`config.mk`:
```
export PLATFORM = sky130hd
export DESIGN_NAME = inst_fetch
export DESIGN_NICKNAME = d
export VERILOG_FILES = /design/src/rtl/inst_fetch.sv
export SDC_FILE = /design/constraint.sdc
export NUM_CORES = 1
export LEC_CHECK = 0
export ABC_CLOCK_PERIOD_IN_PS = 9000
export CORE_MARGIN = 4
export CORE_UTILIZATION = 55
export CTS_CLUSTER_SIZE = 8
export DETAILED_ROUTE_END_ITERATION = 10
export PLACE_DENSITY = 0.9
export SLEW_MARGIN = 20
export SYNTH_ARGS = -nofsm -noshare
export SYNTH_HDL_FRONTEND = slang
export SYNTH_SLANG_ARGS = --single-unit
```
`constraint.sdc`:
```
create_clock -name CLK -period 9 [get_ports CLK]
set_clock_uncertainty 0.15 [all_clocks]
set_input_delay 1.8 -clock CLK [delete_from_list [all_inputs] [get_ports CLK]]
set_output_delay 1.8 -clock CLK [all_outputs]
set_load 0.03 [all_outputs]
```
`src/rtl/inst_fetch.sv`:
```
// inst_fetch: PC generator and 2-entry fetch queue feeding decode.
// Handles redirects (queue flush) and stops fetching at the HALT encoding.
module inst_fetch #(
  parameter int                 PC_W       = 16,
  parameter int                 INST_W     = 9,
  parameter logic [PC_W-1:0]    START_ADDR = '0,
  parameter logic [INST_W-1:0]  HALT_INST  = '1
) (
  input  logic              CLK,
  input  logic              Reset_n,
  input  logic              start,
  output logic [PC_W-1:0]   PC,
  input  logic [INST_W-1:0] inst_in,
  input  logic              branch_en,
  input  logic [PC_W-1:0]   branch_target,
  output logic [INST_W-1:0] inst_out,
  output logic [PC_W-1:0]   inst_pc,
  output logic              inst_valid,
  input  logic              inst_ready,
  output logic              halted
);

  typedef enum logic [1:0] {
    S_IDLE,
    S_FETCH,
    S_DRAIN,
    S_HALTED
  } state_t;

  state_t              r_state;
  state_t              w_state_nxt;
  logic [PC_W-1:0]     r_pc;
  logic [PC_W-1:0]     w_pc_nxt;
  logic [1:0]          r_count;
  logic [INST_W-1:0]   r_q0_inst;
  logic [PC_W-1:0]     r_q0_pc;
  logic [INST_W-1:0]   r_q1_inst;
  logic [PC_W-1:0]     r_q1_pc;

  logic                w_pop;
  logic                w_push;
  logic                w_flush;
  logic                w_active;
  logic                w_redirect;
  logic                w_halt_pop;

  assign PC         = r_pc;
  assign inst_out   = r_q0_inst;
  assign inst_pc    = r_q0_pc;
  assign inst_valid = (r_count != 2'd0);
  assign halted     = (r_state == S_HALTED);

  // Handshake decode, next state and next PC
  always_comb begin
    w_state_nxt = r_state;
    w_pc_nxt    = r_pc;
    w_active    = (r_state == S_FETCH) | (r_state == S_DRAIN);
    w_pop       = inst_valid & inst_ready;
    w_redirect  = branch_en & w_active;
    w_halt_pop  = w_pop & (r_q0_inst == HALT_INST);
    w_push      = 1'b0;
    w_flush     = 1'b0;
    unique case (r_state)
      S_IDLE, S_HALTED: begin
        if (start) begin
          w_state_nxt = S_FETCH;
          w_pc_nxt    = START_ADDR;
        end
      end
      S_FETCH, S_DRAIN: begin
        if (w_redirect) begin
          w_flush     = 1'b1;
          w_state_nxt = S_FETCH;
          w_pc_nxt    = branch_target;
        end else if (w_halt_pop) begin
          w_flush     = 1'b1;
          w_state_nxt = S_HALTED;
        end else if (r_state == S_FETCH) begin
          w_push = (r_count != 2'd2) | w_pop;
          if (w_push) begin
            w_pc_nxt = r_pc + 1'b1;
            if (inst_in == HALT_INST) begin
              w_state_nxt = S_DRAIN;
            end
          end
        end
      end
      default: begin
        w_state_nxt = S_IDLE;
      end
    endcase
  end

  // State register
  always_ff @(posedge CLK) begin
    if (!Reset_n) begin
      r_state <= S_IDLE;
    end else begin
      r_state <= w_state_nxt;
    end
  end

  // Program counter
  always_ff @(posedge CLK) begin
    if (!Reset_n) begin
      r_pc <= START_ADDR;
    end else begin
      r_pc <= w_pc_nxt;
    end
  end

  // Queue: q0 is the head; data is held when the queue empties
  always_ff @(posedge CLK) begin
    if (!Reset_n) begin
      r_count   <= 2'd0;
      r_q0_inst <= '0;
      r_q0_pc   <= '0;
      r_q1_inst <= '0;
      r_q1_pc   <= '0;
    end else if (w_flush) begin
      r_count <= 2'd0;
    end else begin
      case ({w_push, w_pop})
        2'b11: begin
          if (r_count == 2'd2) begin
            r_q0_inst <= r_q1_inst;
            r_q0_pc   <= r_q1_pc;
            r_q1_inst <= inst_in;
            r_q1_pc   <= r_pc;
          end else begin
            r_q0_inst <= inst_in;
            r_q0_pc   <= r_pc;
          end
        end
        2'b10: begin
          if (r_count == 2'd0) begin
            r_q0_inst <= inst_in;
            r_q0_pc   <= r_pc;
          end else begin
            r_q1_inst <= inst_in;
            r_q1_pc   <= r_pc;
          end
          r_count <= r_count + 2'd1;
        end
        2'b01: begin
          if (r_count == 2'd2) begin
            r_q0_inst <= r_q1_inst;
            r_q0_pc   <= r_q1_pc;
          end
          r_count <= r_count - 2'd1;
        end
        default: begin
        end
      endcase
    end
  end

endmodule

```
# == After elaboration in Yosys (flattened, before gate mapping) ==
# Cells that the tools add are included.
# W data, S select, Z words.
# word_totals
inputBits,30
ff_bits,70
output_inout_bits,43
n_memories,0
latchBits,0
romBits,0
elab_cells,86
mem_bits_rw,0
# classes
bitwise_logic,7
mul,0
div_mod_pow,0
n_lt_le_gt_ge,0
n_shift,0
muxes,35
n_eq_ne,21
reduce_logical,13
add_sub_neg,3
# op_table
cell,n
$mux W16,10
$pmux W16 S2,2
$pmux W16 S3,1
$mux W9,5
$pmux W9 S3,1
$eq A9 B9 Y1 const B,2
$pmux W9 S2,1
$add A16 B1 Y16 const B,1
$reduce_and A4 Y1,4
$mux W2,6
$ne A2 B2 Y1 const B,6
$ne A4 B4 Y1 const B,3
$eq A2 B2 Y1 const B,5
$ne A3 B3 Y1 const B,3
$pmux W2 S2,2
$mux W1,7
$reduce_bool A2 Y1,3
$reduce_or A2 Y1,3
$eq A2 B1 Y1 const B,2
$logic_not A2 Y1,2
$and A1 B1 Y1,3
$reduce_bool A3 Y1,1
$add A2 B1 Y2 const B,1
$not A1 Y1,2
other kinds (2),3

# == Depth between registers and ports, before layout ==
# Gate-level depths: netlist of run 1.
# logic_depth
word_depth,10
mapped_depth,16
depth_no_buf,12

# == Worst setup path before layout of run 1 ==
# Ideal clock, no wire load.
# synth_path
kind,input -> register
start,input port inst_ready
end,register r_q0_inst[5] (netlist: inst_out[5])
required_time_ns,8.781
n_path_buf,3
arrival_ns,4.250
setup_slack_ns,4.531
stages,14
setup_time_ns,0.069
cell_sequence,and2_4 > inv_2 > or4_4 > buf_6 > nand2_1 > inv_1 > ha_1 > clkbuf_1 > mux2_2 > o22ai_1 > o211a_1 > clkbuf_1 > nand3_1 > o21ai_1
# synth_between
elab_chain_cells,9
# synth_lines
item,line_no,text
"start, declared",19,"input logic inst_ready,"
$and A1 B1 Y1 *,58,w_pop = inst_valid & inst_ready;
$or A1 B1 Y1,79,w_push = (r_count != 2'd2) | w_pop;
$mux W1,78,end else if (r_state == S_FETCH) begin
$mux W1,75,end else if (w_halt_pop) begin
$mux W1,71,if (w_redirect) begin
$mux W1,63,unique case (r_state)
$eq A2 B2 Y1 / $eq A2 B1 Y1 (equally long branches),123,"case ({w_push, w_pop})"
$ne A2 B2 Y1 (no source line) / $reduce_bool A3 Y1 (equally long branches),n/a,
$reduce_and A4 Y1 (no source line),n/a,
"end signal, assigned",126,r_q0_inst <= r_q1_inst;
"end signal, assigned",131,r_q0_inst <= inst_in;
"end signal, assigned",137,r_q0_inst <= inst_in;
"end, declared",35,logic [INST_W-1:0] r_q0_inst;
# Mark *: on every way between the ends. The rest lies on a longest branch, timed or not.
# A chain may end at the register's enable or synchronous reset.

# == Worst setup path in the final report of run 1 ==
# layout_path
start,input port branch_en
end,register r_q0_inst[4] (netlist: inst_out[4])
# layout_between
elab_chain_cells,6
# layout_lines
item,line_no,text
"start, declared",14,"input logic branch_en,"
$and A1 B1 Y1 *,59,w_redirect = branch_en & w_active;
$mux W1,71,
$mux W1,63,
$eq A2 B2 Y1 / $eq A2 B1 Y1 (equally long branches),123,
$ne A2 B2 Y1 (no source line) / $reduce_bool A3 Y1 (equally long branches),n/a,
$reduce_and A4 Y1 (no source line),n/a,
# Marked as above.

==> results.cfg, run 1 <==
[run_status]
status = finished clean

[synth]
synthArstFlopShare = 0
ys_seq_elements = 70
synth_edf_count = 0
yosysSeqAreaShare = 0.3543
synth.area.top_cells = dfxtp_1 35%, nand2_1 12%, nand3_1 7.5%
syn_avg_cell_area_um2 = 7.217
synthCells = 548
yosys.area.top_type = dfxtp_1
synthFlopType = dfxtp_1
yosysUniqueCellTypes = 59
syn_nets = 586
synth_top_cell_area_share = 0.3543
syn_area_mm2 = 0.003955
synth_warnings = 0

[route]
drcViolationCount = 0
viasPerCell = 6.281
wirelength_mm = 11.40
wire_per_inst_um = 16.69
postRouteAntennaNets = 0
drtIter0Drc = 580
vias = 4290
first_pass_iters = 6

[setup_path]
critPathArrivalTime_ns = 5.87
start_kind = input pin
r2r_start = r_state[0]
r2r_cells = 12
crit_fanout = 50
path_class = input pin to flip-flop
endpoint_kind = flip-flop
crit_required_ns = 9.13
reg2reg_to = inst_out[4]
reg2reg_setup_slack_ns = 4.65

[clocking]
htreeDepth = 3
worstSkewPairLatency_ns = 0.35
cts_resized = 0
tritoncts = built
post_cts_buffers = 0
numCtsBuffers = 9
cts_root_buf = clkbuf_8
hold_buffers = 0
cts_sinks = 70
clkTransAtPathRegs_ns = 0.08
clk_path_buf_depth = 2

[grt]
grt_overflow_total = 0
grt_pass1_vias = 3855
antenna_found_initial = 0
grt_pass1_wl_mm = 18.66
grt_start_max_net_pins = 113
grt_util_all_layers = 0.2667

[placement]
numPortBuffers = 72
place_hpwl_mm = 7.724
gp_congestion = 0.9208
place_ws_ns = 2.979

[timing]
setup_ws_ns = 3.256
setup_viol = 0
relSlewSlack = 0.2734
rsz0062_at_grt = no
period_share = 0.6382
fmax_mhz = 174.1
final.min_clock_period_ns = 5.744
hold_viol_final = 0
report.final.slew_viol_count = 0
tightest_slew_ns = 1.090
fin_setup_tns_ns = 0

[die]
core-area_mm2 = 0.006907
io_pins = 73
dieArea_mm2 = 0.008612
rows = 30
die_x_um = 92.80
die_h_um = 92.80
start_util = 0.5726

[flow_run]
timing.max_cap.violations = 0

[finish]
final_cell_mix = 124 x nand2_1, 71 x clkdlybuf4s50_1, 70 x dfxtp_1
diodes = 0
postLayoutCoreUtil = 0.6958
area_delta_synth_final_pct = 21.51
drive_above_1_share = 0.05792
fin_nets = 620
final_common_cell = nand2_1
fillers = 574

[hold_path]
min_path_cells = 2
hold_class = flip-flop to flip-flop
hold_path.startpoint = inst_pc[11]
min_to = inst_pc[11]

[power]
power_density_mw_per_mm2 = 169.8
ir_drop_v = 0.0001119
total_power_mw = 0.8161
p_leak_nw = 1.616
-- synthesized netlist by cell type (3+ instances only) --
| cell type | n |
|---|---|
| a21boi_0 | 4 |
| nor2_1 | 19 |
| buf_1 | 5 |
| nor4_1 | 3 |
| a21oi_1 | 14 |
| a221oi_1 | 27 |
| inv_1 | 9 |
| a31oi_1 | 27 |
| nor3_1 | 6 |
| nand3_1 | 59 |
| buf_2 | 5 |
| nand4_1 | 6 |
| and3_1 | 3 |
| o21ai_1 | 29 |
| nand2_1 | 124 |
| dfxtp_1 | 70 |
| clkbuf_1 | 40 |
| ha_1 | 8 |
| o21ai_0 | 35 |
| a22oi_1 | 3 |
| o22ai_1 | 6 |
-- area by class of cell --
type	instances	area, um^2	share of cell area
multi-input cells	415	2292	0.4770
flip-flops and latches	70	1401	0.2916
repair buffers	76	745.7	0.1552
clock buffers	11	151.4	0.03150
well taps	96	120.1	0.02499
clock inverters	5	57.56	0.01198
inverters	10	37.54	0.007810
-- sequential cells by signal, summed over array words and instances (netlist names) --
| signal | flops |
|---|---|
| PC | 16 |
| inst_pc | 16 |
| r_q1_pc | 16 |
| inst_out | 9 |
| r_q1_inst | 9 |
| r_count | 2 |
| r_state | 2 |
-- how the worst max path moves through the flow --
stage | from | endpoint | depth (start not counted)
2_1_floorplan | inst_ready | inst_out[5] | 14
3_3_place_gp | branch_en | inst_pc[13] | 11
3_5_place_dp | branch_en | inst_pc[14] | 11
4_1_cts | branch_en | inst_pc[14] | 11
5_1_grt | branch_en | inst_pc[14] | 11
6_report | branch_en | inst_out[4] | 11
-- per-layer routing --
metal	up-vias	wire [um]	global-route usage
met5	-	0	0
met4	0	210	0.1001
met3	23	1086	0.05037
met2	269	5298	0.4145
met1	1946	4801	0.3657
li1	2052	-	-
-- cells by family (layout without fill, tap and decap cells) --
logic type / Yosys count / in the layout / share of synthesized area
multiplexers: 2 / 2 / 0.005378
XOR/XNOR: 3 / 3 / 0.006645
AND/OR/NAND/NOR: 239 / 239 / 0.2743
flip-flops: 70 / 70 / 0.3543
adder cells (fa/ha/maj): 8 / 8 / 0.02531
AO/OA/AOI/OAI: 163 / 163 / 0.2680
buffers and inverters: 63 / 102 / 0.06612
-- metrics by stage --
step | hold slack, ns | cell area [um^2] | cells
finish | 0.2985 | 4806 | 683
global route | 0.3129 | 4806 | 683
CTS | 0.3012 | 4806 | 683
detailed placement | 0.2892 | 4597 | 667
global placement | 0.2870 | 4597 | 667
floorplan | 0.3002 | 3955 | 548
-- power by group --
part           internal, mW  switching, mW  total (mW)
Sequential            0.324         0.0207       0.345
Combinational        0.0775          0.127       0.204
Clock                 0.143          0.124       0.267
-- critical path, cell delays in order --
cell and delay (ns):
clkdlybuf4s50_1 0.98, nor2_1 0.31, and3_1 0.25, nand2_1 0.15, inv_1 0.12, ha_1 0.55, mux2_2 0.44, o22ai_1 0.13
o211a_2 0.81, nand3_1 0.18, o21ai_1 0.13
No activity file was read; power rests on OpenSTA's default activity.
==> run 2, diff against run 1 <==
--- a/config.mk
+++ b/config.mk
@@ -5,12 +5,12 @@
 export SDC_FILE = /design/constraint.sdc
 export NUM_CORES = 1
 export LEC_CHECK = 0
-export ABC_CLOCK_PERIOD_IN_PS = 9000
+export ABC_CLOCK_PERIOD_IN_PS = 5200
 export CORE_MARGIN = 4
-export CORE_UTILIZATION = 55
+export CORE_UTILIZATION = 48
 export CTS_CLUSTER_SIZE = 8
 export DETAILED_ROUTE_END_ITERATION = 10
-export PLACE_DENSITY = 0.9
+export PLACE_DENSITY = 0.84
 export SLEW_MARGIN = 20
 export SYNTH_ARGS = -nofsm -noshare
 export SYNTH_HDL_FRONTEND = slang
==> constraint.sdc (replaced) <==
create_clock -name CLK -period 5.2 [get_ports CLK]
set_clock_uncertainty 0.15 [all_clocks]
set_input_delay 1.04 -clock CLK [delete_from_list [all_inputs] [get_ports CLK]]
set_output_delay 1.04 -clock CLK [all_outputs]
set_load 0.03 [all_outputs]
==> results.cfg, run 2 (synthesis results as in run 1) <==
[run_status]
status = finished clean

[clocking]
cts_sinks = 70
tritoncts = built
hold_buffers = 0
htreeDepth = 3
worstSkewPairLatency_ns = 0.36
cts_root_buf = clkbuf_8
numCtsBuffers = 9
clkTransAtPathRegs_ns = 0.08
post_cts_buffers = 0
clk_path_buf_depth = 2
cts_resized = 0

[route]
viasPerCell = 6.131
drcViolationCount = 0
first_pass_iters = 5
drtIter0Drc = 383
wirelength_mm = 11.31
vias = 4261
wire_per_inst_um = 16.27
postRouteAntennaNets = 0

[setup_path]
reg2reg_to = inst_pc[14]
start_kind = input pin
critPathArrivalTime_ns = 4.31
path_class = input pin to flip-flop
reg2reg_setup_slack_ns = 1.53
r2r_cells = 13
slowest_stage = or4_4
endpoint_kind = flip-flop
r2r_start = r_count[0]
crit_chain = clkdlybuf4s50_1 -> and2_4 -> inv_2 -> or4_4 -> nand2_1 -> inv_1 -> ha_1 -> mux2_2 -> o22ai_1 -> o211a_1 -> buf_4 -> nand3_1 -> o21ai_1
crit_required_ns = 5.35
crit_fanout = 50
critPathMaxStageDelay_ns = 0.59

[placement]
place_hpwl_mm = 7.907
numPortBuffers = 72
placed_cell_area_mm2 = 0.004649
gp_congestion = 0.8956

[die]
core-area_mm2 = 0.007888
start_util = 0.5014
dieArea_mm2 = 0.009756
die_x_um = 98.77
die_h_um = 98.77
io_pins = 73
rows = 32

[hold_path]
min_to = inst_pc[11]
hold_path.startpoint = inst_pc[11]
hold_class = flip-flop to flip-flop
min_path_cells = 2

[grt]
grt_util_all_layers = 0.2278
grt_start_max_net_pins = 70
grt_pass1_vias = 3782
grt_pass1_wl_mm = 18.36
antenna_found_initial = 0
grt_overflow_total = 0

[power]
ir_drop_v = 0.0001744
p_leak_nw = 1.649
total_power_mw = 1.456
power_density_mw_per_mm2 = 298.3

[finish]
fin_area_mm2 = 0.004882
drive_above_1_share = 0.06577
diodes = 0
area_delta_synth_final_pct = 23.44
final_cell_mix = 124 x nand2_1, 71 x clkdlybuf4s50_1, 70 x dfxtp_1
postLayoutCoreUtil = 0.6190
final_common_cell = nand2_1
fin_nets = 626

[timing]
final.min_clock_period_ns = 4.159
rsz0062_at_grt = no
hold_viol_final = 0
fmax_mhz = 240.4
relSlewSlack = 0.4293
fin_setup_tns_ns = 0
report.final.slew_viol_count = 0
setup_viol = 0
tightest_slew_ns = 0.8561
period_share = 0.7998

[flow_run]
timing.max_cap.violations = 0
-- run 2: cell type report --
cell class / count / area (um^2)
fill: 727 / 3005
multi-input combinational: 415 / 2301
sequential: 70 / 1401
timing repair buffer: 82 / 793.3
tap: 102 / 127.6
clock buffer: 9 / 123.9
clock inverter: 7 / 97.59
inverter: 10 / 37.54
-- run 2: per-layer routing --
metal  wire length, um  vias up  track usage
met5                 0        -            0
met4               156        0      0.05567
met3               994       21      0.05591
met2              5193      203       0.3600
met1              4966     1979       0.3130
li1                  -     2058            -
-- run 2: how the worst max path moves through the flow --
stage	startpoint	to	slack, ns	cells after the start
2_1_floorplan	inst_ready	inst_out[5]	1.49	14
3_3_place_gp	inst_ready	inst_out[4]	0.84	13
3_5_place_dp	inst_ready	inst_pc[14]	0.69	13
4_1_cts	inst_ready	inst_pc[14]	1.07	13
5_1_grt	inst_ready	inst_pc[9]	0.80	13
6_report	inst_ready	inst_pc[14]	1.04	13
-- run 2: per-stage QoR --
| stage | worst slack, ns | hold slack (ns) | cells |
|---|---|---|---|
| after global routing | 0.7997 | 0.3246 | 695 |
| after detailed placement | 0.6929 | 0.2966 | 679 |
| after CTS | 1.067 | 0.3075 | 695 |
| final | 1.041 | 0.3012 | 695 |
| after global placement | 0.8377 | 0.2866 | 679 |
| after floorplan | 1.491 | 0.3002 | 548 |
-- run 2: power breakdown --
part | switching (mW) | leakage (nW) | internal, mW
sequential | 0.0353 | 0.566 | 0.560
clock | 0.230 | 0.106 | 0.271
combinational | 0.221 | 0.977 | 0.139
total | 0.486 | 1.65 | 0.971
-- run 2: worst max-delay path, delay by kind of cell --
| family | cells | cell delay (ns) |
|---|---|---|
| AOI/OAI and AO/OA | 3 | 0.41 |
| adders and majority gates | 1 | 0.35 |
| buffers and inverters | 4 | 1.09 |
| and+or+nand+nor | 4 | 1.08 |
| muxes | 1 | 0.33 |
==> run 3, diff against run 2 <==
--- a/config.mk
+++ b/config.mk
@@ -5,12 +5,12 @@
 export SDC_FILE = /design/constraint.sdc
 export NUM_CORES = 1
 export LEC_CHECK = 0
-export ABC_CLOCK_PERIOD_IN_PS = 5200
+export ABC_CLOCK_PERIOD_IN_PS = 3900
 export CORE_MARGIN = 4
-export CORE_UTILIZATION = 48
+export CORE_UTILIZATION = 53
 export CTS_CLUSTER_SIZE = 8
 export DETAILED_ROUTE_END_ITERATION = 10
-export PLACE_DENSITY = 0.84
+export PLACE_DENSITY = 0.88
 export SLEW_MARGIN = 20
 export SYNTH_ARGS = -nofsm -noshare
 export SYNTH_HDL_FRONTEND = slang
==> constraint.sdc (replaced) <==
create_clock -name CLK -period 3.9 [get_ports CLK]
set_clock_uncertainty 0.15 [all_clocks]
set_input_delay 0.78 -clock CLK [delete_from_list [all_inputs] [get_ports CLK]]
set_output_delay 0.78 -clock CLK [all_outputs]
set_load 0.03 [all_outputs]
==> results.cfg, run 3 (synthesis results as in run 1) <==
[run_status]
status = finished clean

[die]
io_pins = 73
rows = 31
start_util = 0.5453
dieArea_mm2 = 0.008909
die_h_um = 94.39
core-area_mm2 = 0.007253
die_x_um = 94.39

[clocking]
post_cts_buffers = 0
clkTransAtPathRegs_ns = 0.07
cts_sinks = 70
cts_root_buf = clkbuf_8
cts_resized = 0
clk_path_buf_depth = 2
htreeDepth = 3
hold_buffers = 0
tritoncts = built
worstSkewPairLatency_ns = 0.35
numCtsBuffers = 9

[hold_path]
hold_class = flip-flop to flip-flop

[timing]
fmax_mhz = 286.9
tightest_slew_ns = 0.9336
relSlewSlack = 0.3776
rsz0062_at_grt = no
hold_viol_final = 0
fin_setup_tns_ns = 0
final.min_clock_period_ns = 3.486
setup_ws_ns = 0.4145
report.final.slew_viol_count = 0
period_share = 0.8937
setup_viol = 0

[route]
wirelength_mm = 11.38
vias = 4302
viasPerCell = 6.190
first_pass_iters = 5
drcViolationCount = 0
wire_per_inst_um = 16.38
drtIter0Drc = 433
postRouteAntennaNets = 0

[finish]
fin_nets = 629
final_common_cell = nand2_1
fin_cells = 695
final_cell_mix = 124 x nand2_1, 71 x clkdlybuf4s50_1, 70 x dfxtp_1
drive_above_1_share = 0.06879
diodes = 0
area_delta_synth_final_pct = 24.07
fin_area_mm2 = 0.004907

[setup_path]
start_kind = input pin
critPathBufInv = 5
crit_required_ns = 4.04
critPathMaxStageDelay_ns = 0.59
critPathArrivalTime_ns = 3.62
slowest_stage = or4_4
path_class = input pin to flip-flop
crit_fanout = 50
crit_family = buffers and inverters
crit_chain = clkdlybuf4s50_1 -> and2_4 -> inv_2 -> or4_4 -> nand2_1 -> inv_1 -> ha_1 -> buf_4 -> o22ai_1 -> o211a_1 -> buf_12 -> nand3_1 -> o21ai_1
endpoint_kind = flip-flop

[grt]
grt_util_all_layers = 0.2654
grt_overflow_total = 0
grt_pass1_vias = 3839
grt_pass1_wl_mm = 18.84
grt_start_max_net_pins = 56
antenna_found_initial = 0

[power]
ir_drop_v = 0.0002223
power_density_mw_per_mm2 = 392.3
p_leak_nw = 1.676

[placement]
place_ws_ns = 0.09533
gp_congestion = 0.9442
numPortBuffers = 72
place_hpwl_mm = 7.970
placed_cell_area_mm2 = 0.004693
dp_cells = 679

[flow_run]
timing.max_cap.violations = 0
run 3: layout make-up:
| class | instances | area, um^2 |
|---|---|---|
| clock buffer | 10 | 127.6 |
| clock inverter | 6 | 86.33 |
| fill | 612 | 2346 |
| inverter | 10 | 37.54 |
| multi-input combinational | 415 | 2292 |
| sequential | 70 | 1401 |
| tap | 99 | 123.9 |
| timing repair buffer | 85 | 838.3 |
run 3: worst paths after layout:
kind                                 start          to  slack [ns]  cells past startpoint
worst max-delay path            inst_ready  inst_pc[2]        0.41                     13
worst min-delay path            inst_pc[4]  inst_pc[4]        0.30                      2
worst max register to register  r_count[0]  inst_pc[2]        0.68                     13
worst min register to register  inst_pc[4]  inst_pc[4]        0.30                      2
run 3: where the power goes:
group / total [mW] / switching [mW] / leakage (nW) / internal, mW
Combinational: 0.487 / 0.295 / 1.00 / 0.192
Sequential: 0.794 / 0.0472 / 0.566 / 0.747
Clock: 0.644 / 0.285 / 0.106 / 0.359
Total: 1.93 / 0.627 / 1.68 / 1.30
run 3: metrics by stage:
| stage | total power, mW | hold WS, ns | util |
|---|---|---|---|
| after detailed placement | 1.288 | 0.2899 | 0.6471 |
| after CTS | 1.926 | 0.3018 | 0.6766 |
| after global placement | 1.274 | 0.2875 | 0.6471 |
| after global routing | 2.012 | 0.3167 | 0.6766 |
| final | 1.925 | 0.2976 | 0.6766 |
| after floorplan | 1.119 | 0.3002 | - |
run 3: metal layers:
metal | share of wire | track usage | vias to the layer above | routed length (um)
li1 | - | - | 2071 | -
met1 | 0.42 | 0.3657 | 1987 | 4807
met2 | 0.46 | 0.4084 | 224 | 5286
met3 | 0.097 | 0.05896 | 20 | 1104
met4 | 0.016 | 0.09507 | 0 | 185
met5 | 0 | 0 | - | 0
run 3: tightest hold or removal path, cell delays in order (launching register included):
cell	delay (ns)
dfxtp_1	0.31
nand2_1	0.05
o21ai_1	0.05
